`src/rtl/vec_beat_sequencer.sv`:
```
// rtl/vec_beat_sequencer.sv - splits an accepted vector instruction into DATA_WIDTH beat descriptors
// Snapshots avl<<sew at accept, then walks the byte count one beat per handshake.
module vec_beat_sequencer #(
   parameter int VLEN        = 16384,
   parameter int DATA_WIDTH  = 64,
   parameter int VLMAX       = VLEN >> 3,
   parameter int VLEN_B_BITS = $clog2(VLMAX),
   parameter int BEAT_BITS   = $clog2(VLMAX / (DATA_WIDTH / 8)) + 1
) (
   input  logic                      clk,
   input  logic                      rst,
   input  logic [VLEN_B_BITS-1:0]    avl,
   input  logic [1:0]                sew,
   input  logic                      vill,
   input  logic                      new_vl,
   input  logic                      issue_valid,
   output logic                      issue_ready,
   output logic                      beat_valid,
   input  logic                      beat_ready,
   output logic [BEAT_BITS-1:0]      beat_idx,
   output logic [DATA_WIDTH/8-1:0]   beat_mask,
   output logic                      beat_last,
   output logic                      done,
   output logic                      cfg_stale
);

   localparam int BEAT_BYTES = DATA_WIDTH / 8;
   localparam int CNT_W      = VLEN_B_BITS + 3;
   localparam logic [CNT_W-1:0] BEAT_BYTES_C = CNT_W'(BEAT_BYTES);

   typedef enum logic [1:0] {
      IDLE = 2'd0,
      RUN  = 2'd1,
      DONE = 2'd2
   } state_t;

   state_t               state_q, state_d;
   logic [CNT_W-1:0]     remaining_q, remaining_d;
   logic [CNT_W-1:0]     total_bytes;
   logic [BEAT_BITS-1:0] idx_q, idx_d;
   logic                 stale_q, stale_d;
   logic                 accept;
   logic                 handshake;
   logic                 last_beat;

   // Widened before the shift so avl<<3 never loses its top bits.
   assign total_bytes = {3'b000, avl} << sew;

   assign issue_ready = (state_q == IDLE) && !rst;
   assign accept      = issue_valid && issue_ready;
   assign beat_valid  = (state_q == RUN);
   assign handshake   = beat_valid && beat_ready;
   assign last_beat   = (remaining_q <= BEAT_BYTES_C);
   assign beat_last   = beat_valid && last_beat;
   assign beat_idx    = idx_q;
   assign done        = (state_q == DONE);
   assign cfg_stale   = stale_q;

   always_comb begin
      beat_mask = '0;
      if (beat_valid) begin
         for (int i = 0; i < BEAT_BYTES; i++) begin
            beat_mask[i] = (remaining_q > CNT_W'(i));
         end
      end
   end

   always_comb begin
      state_d     = state_q;
      remaining_d = remaining_q;
      idx_d       = idx_q;
      stale_d     = stale_q;
      case (state_q)
         IDLE: begin
            if (accept) begin
               stale_d     = 1'b0;
               idx_d       = '0;
               remaining_d = total_bytes;
               state_d     = (vill || total_bytes == '0) ? DONE : RUN;
            end
         end
         RUN: begin
            if (new_vl) stale_d = 1'b1;
            if (handshake) begin
               if (last_beat) begin
                  state_d     = DONE;
                  idx_d       = '0;
                  remaining_d = '0;
               end else begin
                  idx_d       = idx_q + 1'b1;
                  remaining_d = remaining_q - BEAT_BYTES_C;
               end
            end
         end
         DONE: begin
            if (new_vl) stale_d = 1'b1;
            state_d = IDLE;
         end
         default: state_d = IDLE;
      endcase
   end

   always_ff @(posedge clk) begin
      if (rst) begin
         state_q     <= IDLE;
         remaining_q <= '0;
         idx_q       <= '0;
         stale_q     <= 1'b0;
      end else begin
         state_q     <= state_d;
         remaining_q <= remaining_d;
         idx_q       <= idx_d;
         stale_q     <= stale_d;
      end
   end

endmodule

```
`config.mk`:
```
export PLATFORM = sky130hd
export DESIGN_NAME = vec_beat_sequencer
export DESIGN_NICKNAME = d
export VERILOG_FILES = /design/src/rtl/vec_beat_sequencer.sv
export SDC_FILE = /design/constraint.sdc
export NUM_CORES = 1
export LEC_CHECK = 0
export BUFFER_PORTS_ARGS = -buffer_cell sky130_fd_sc_hd__buf_2
export CORE_MARGIN = 3
export CORE_UTILIZATION = 45
export CTS_CLUSTER_SIZE = 25
export DETAILED_ROUTE_END_ITERATION = 8
export HOLD_SLACK_MARGIN = 0.1
export MAX_ROUTING_LAYER = met4
export PLACE_DENSITY = 0.78
export SYNTH_ARGS = -nofsm -noshare
export SYNTH_HDL_FRONTEND = slang
export SYNTH_SLANG_ARGS = --single-unit
```
`constraint.sdc`:
```
create_clock -name clk -period 3.4 [get_ports clk]
set_input_delay 0.51 -clock clk [delete_from_list [all_inputs] [get_ports clk]]
set_output_delay 0.51 -clock clk [all_outputs]
set_load 0.005 [all_outputs]
```
**Word level (Yosys, flattened, before mapping)**

Cells that the tools add are included.

- Flip-flop bits (word level): 26
- Bits of input ports: 19
- Output and inout port bits: 22
- Word-level logic and storage cells: 53

- Add/sub/neg operators: 2
- $lt $le $gt $ge: 9
- Equality and inequality tests: 6
- Shift-type cells: 1
- Muxes and demuxes: 17
- Reduce and logical (&&, ||, !) cells: 14

Operators with widths:

| cell | number |
|---|---|
| > comparator 14 x 3 -> 1 bit (second input constant) | 4 |
| two-way mux 14 bit | 3 |
| > comparator 14 x 1 -> 1 bit (second input constant) | 2 |
| > comparator 14 x 2 -> 1 bit (second input constant) | 2 |
| case mux 14 bit (2 select lines) | 1 |
| two-way mux 9 bit | 3 |
| case mux 9 bit (2 select lines) | 1 |
| <= comparator 14 x 4 -> 1 bit (second input constant) | 1 |
| zero test 14 bit | 1 |
| << shifter 11 x 2 -> 14 bit | 1 |
| subtractor 14 x 4 -> 14 bit (second input constant) | 1 |
| adder 9 x 1 -> 9 bit (second input constant) | 1 |
| AND reduction 3 bit | 3 |
| two-way mux 2 bit | 4 |
| two-way mux 8 bit | 1 |
| inequality test 2 x 1 -> 1 bit (second input constant) | 3 |
| logical AND 1 bit | 4 |
| case mux 2 bit (2 select lines) | 1 |
| nonzero test 2 bit | 2 |
| == test 2 x 1 -> 1 bit (second input constant) | 1 |
| == test 2 bit (second input constant) | 1 |
| zero test 2 bit | 1 |
| two-way mux 1 bit | 2 |
| inequality test 2 bit (second input constant) | 1 |
| other kinds (4) | 4 |

**Depth between registers and ports, before layout**

- Word-level depth: 6
- Gate-level depth with buffers: 9
- Gate-level depth less buffers: 7

**Least setup slack after synthesis**

No wires, ideal clock.

- Path kind: register -> output
- From: register remaining_q[3]
- To: output port beat_mask[1]
- Data arrival time: 1.620 ns
- Required time: 2.890 ns
- Slack: 1.270 ns
- Cell stages (with the launch flop): 6
- Path buffers: 0
- Cells stage by stage: dfxtp_1 -> or4_1 -> nor3_1 -> nand3_1 -> nor2_1 -> a21oi_1

- Word-level cells in the longest chain between the ends: 2

Ends and longest elaborated chain:

| what | line | RTL |
|---|---|---|
| start: declaration | 38 | `logic [CNT_W-1:0] remaining_q, remaining_d;` |
| start signal: assignment | 111 | `remaining_q <= remaining_d;` |
| > comparator 14 x 1 -> 1 bit | 63 | `beat_mask[i] = (remaining_q > CNT_W'(i));` |
| two-way mux 8 bit | 61 | `if (beat_valid) begin` |
| end: declaration | 21 | `output logic [DATA_WIDTH/8-1:0] beat_mask,` |

Every way passes these cells.

**Final worst setup path**

Ends and elaborated chain as after synthesis.

==> summary.txt <==
Power
  • Total leakage power: 0.949 nW
  • Power density cells: 796 nW/um^2
  • Total power: 1.80 mW
  • Highest ir drop seen on vdd: 337 uV

Clock tree
  • Clock insertion delay at the later pin of the skew report: 280 ps
  • Number of buffers added by the clock tree synthesis step: 3
  • Clock tree from TritonCTS: yes
  • Resized cells post-CTS: 0
  • Htree depth: 1
  • Clock-pin slew reported for the worst setup and hold paths after clock tree synthesis: 100 ps
  • Clock Root Buffer: sky130_fd_sc_hd__clkbuf_8
  • CTS max path bufs: 2
  • Hold-fix buffer count after cts: 0
  • Setup Buffers After CTS: 0
  • Sink count of the clock tree: 26

Global routing
  • Via count of the first global-routing pass: 1,798
  • Initial antenna violation count: 0
  • Maximum number of pins on one net before global-route repair: 28
  • Wire length of the first global-routing pass: 8410 um
  • Global routing usage summed across all routing layers: 0.201
  • Grt ovf: 0

STA
  • Actual transition at the worst max-transition pin: 701 ps
  • Final critical-path required period: 2800 ps
  • Number of failing hold endpoints at the final stage: 0
  • Fin crit share: 0.824
  • Aggregate negative setup slack: 0 ps
  • Final WS setup: 598 ps
  • Max_slew headroom: 0.529
  • Worst hold slack after final layout: 506 ps
  • Count of final max-slew check failures: 0
  • FMAX: 0.357 GHz
  • RSZ-0062 raised after global routing: false
  • Layout Skew: 7.83 ps
  • Final count of negative-setup-slack endpoints: 0

Detailed routing
  • Detailed router's first-iteration violation count: 248
  • Remaining design rule violation count: 0
  • Total Routed Length: 5090 um
  • Pre-Repair DR Iteration Count: 4
  • Total number of vias: 2,026
  • Antenna violation net count after detailed routing: 0
  • Average via count per standard cell: 5.94
  • Final routed wire length divided by cell count: 14.9 um

Placed design
  • Pre-CTS setup slack: 950 ps
  • Number of port buffers: 40
  • RD Place Congestion: 0.974
  • Placed Cells: 337
  • Detailed-placement wirelength estimate: 3840 um
  • Instance area at placement: 2190 um^2

Cells and area
  • Post-route core utilization: 0.548
  • Number of nets in the final layout: 317
  • Area growth from synthesis to layout: 14.8%
  • Fin area: 2260 um^2
  • Fraction of layout cells with a size suffix above 1: 0.203
  • Final Instance Count excl. Fillers: 341
  • N_diodes: 0

Die
  • Std cell rows: 23
  • Total die area: 5200 um^2
  • Chip height: 72.1 um
  • Floorplan die width: 72.1 um
  • Core region area: 4120 um^2
  • I/O pin count: 41
  • Starting density of the core: 0.478

Run
  • Number of violations of the max-capacitance limit: 0

Setup path
  • Kind of capture point of the worst setup path: output pin
  • Crit path largest cell delay: 590 ps
  • Startpoint Class: register
  • Crit-path cells: or4_1, nor3_1, nand3_1, nor2_1, a21oi_1, buf_2
  • CP arrival: 2290 ps
  • Path type of the worst setup path: reg2out
  • Crit path max-delay cell type: sky130_fd_sc_hd__or4_1
  • Critical Path Fanout Max: 6
  • Worst path required time: 2890 ps

Synthesis
  • Distinct cell type count after synthesis: 51
  • Number of synthesized flops with an enable pin: 0
  • Synth warn: 0
  • Top-area cell type share of the netlist area: 0.265
  • Library cell with the largest summed area after synthesis: sky130_fd_sc_hd__dfxtp_1
  • Post-synthesis share of cell area spent on xor and xnor gates: 0.0401
  • Async set or reset register ratio after synthesis: 0
  • Number of storage elements in the synthesis netlist: 26
  • Post-synthesis area per instance: 7.56 um^2
  • Main combinational cell family by area after synthesis: simple AND/OR/NAND/NOR gates
  • Top_reg_cell synth: sky130_fd_sc_hd__dfxtp_1
  • Number of standard cells after synthesis: 260
  • Syn nets: 285
  • Part of the Yosys area used for sequential elements: 0.265
  • Post-Synth Adder-Cell Area: 0.0382
  • Multiplexer area fraction after synthesis: 0.0592
  • Synth top area cells: sky130_fd_sc_hd__dfxtp_1, sky130_fd_sc_hd__a21oi_1, sky130_fd_sc_hd__nor2_1, sky130_fd_sc_hd__nor3_1, sky130_fd_sc_hd__ha_1
  • Summed instance area of the synthesized netlist: 1970 um^2
  • Compound-gate portion of the synthesized area: 0.242
  • Fraction of the mapped netlist area in simple logic gates: 0.289

Outcome
  • Result of the run: complete, no violations

Worst hold path
  • Type of the worst min-delay path: in2reg
## cell families after synthesis
family,Yosys count
AND/OR/NAND/NOR,106
AO/OA/AOI/OAI,70
buffers and inverters,32
flip-flops,26
multiplexers,11
XOR/XNOR,9
adder cells (fa/ha/maj),6
## flip-flops by register name (all words and copies together) (netlist names)
| name | count |
|---|---|
| cfg_stale | 1 |
| state_q | 2 |
| remaining_q | 14 |
| beat_idx | 9 |
## path summary, 6_finish.rpt
path	startpoint	endpoint	slack, ps	cells past startpoint
worst max-delay path	remaining_q[3]	beat_mask[1]	600	6
worst min-delay path	vill	state_q[1]	510	2
worst max register to register	state_q[1]	beat_idx[8]	1180	9
worst min register to register	remaining_q[11]	remaining_q[11]	530	2
## layout make-up
cell class | instances | area (um^2)
Multi-Input combinational cell | 202 | 1320
Clock inverter | 1 | 30.0
Sequential cell | 26 | 520
Fill cell | 421 | 1860
Timing Repair Buffer | 44 | 230
Tap cell | 50 | 62.6
Inverter | 15 | 56.3
Clock buffer | 3 | 41.3
## synth_stat cells, types with 2 or more instances
cell type and instances:
sky130_fd_sc_hd__nor3b_1 2, sky130_fd_sc_hd__o31ai_1 2, sky130_fd_sc_hd__nand4b_1 2, sky130_fd_sc_hd__xor2_1 7, sky130_fd_sc_hd__o21ai_0 7, sky130_fd_sc_hd__a21oi_1 23
sky130_fd_sc_hd__mux2i_1 6, sky130_fd_sc_hd__nor3_1 17, sky130_fd_sc_hd__a22oi_1 2, sky130_fd_sc_hd__nand2b_1 5, sky130_fd_sc_hd__nor2_1 25, sky130_fd_sc_hd__or4_1 2
sky130_fd_sc_hd__and4_1 2, sky130_fd_sc_hd__a21o_1 2, sky130_fd_sc_hd__nand3_1 6, sky130_fd_sc_hd__inv_1 15, sky130_fd_sc_hd__and2_1 2, sky130_fd_sc_hd__o32ai_1 7
sky130_fd_sc_hd__ha_1 6, sky130_fd_sc_hd__nor2b_1 5, sky130_fd_sc_hd__buf_2 2, sky130_fd_sc_hd__clkbuf_1 14, sky130_fd_sc_hd__and3_1 4, sky130_fd_sc_hd__a211oi_1 5
sky130_fd_sc_hd__dfxtp_1 26, sky130_fd_sc_hd__xnor2_1 2, sky130_fd_sc_hd__a31oi_1 2, sky130_fd_sc_hd__nor4_1 3, sky130_fd_sc_hd__o211ai_1 3, sky130_fd_sc_hd__a41oi_1 2
sky130_fd_sc_hd__a311oi_1 3, sky130_fd_sc_hd__mux2_2 5, sky130_fd_sc_hd__o22ai_1 3, sky130_fd_sc_hd__nand4_1 6, sky130_fd_sc_hd__nand2_1 18, sky130_fd_sc_hd__a211o_1 2
## worst max-delay path, delay by kind of cell, from the launching register on
family	cells	cell delay, ps
AND/OR/NAND/NOR	4	1400
AO/OA/AOI/OAI	1	100
buffers and inverters	1	150
flip-flops	1	360
## metal layers
metal	wire (um)	share of wire	track usage	up-vias
li1	-	-	-	1020
met2	2390	0.47	0.307	78
met5	0	0	-	-
met1	2330	0.46	0.285	926
met3	349	0.069	0.0291	2
met4	21	0.0041	0.0376	0
## power by group
part | switching (mW) | total (mW) | internal [mW]
registers | 0.0705 | 0.433 | 0.363
clock network | 0.107 | 0.264 | 0.158
logic | 0.676 | 1.10 | 0.423
## cell usage in the layout, fill, tap and decap left out, drive strengths merged, types with 7 or more instances in the layout
cell type  instances
xor2               7
nor2              26
a21oi             23
buf               44
o21ai              8
nand2             18
inv               15
o32ai              7
dfxtp             26
nor3              17
Note: power is estimated with default switching activity, not from simulation.
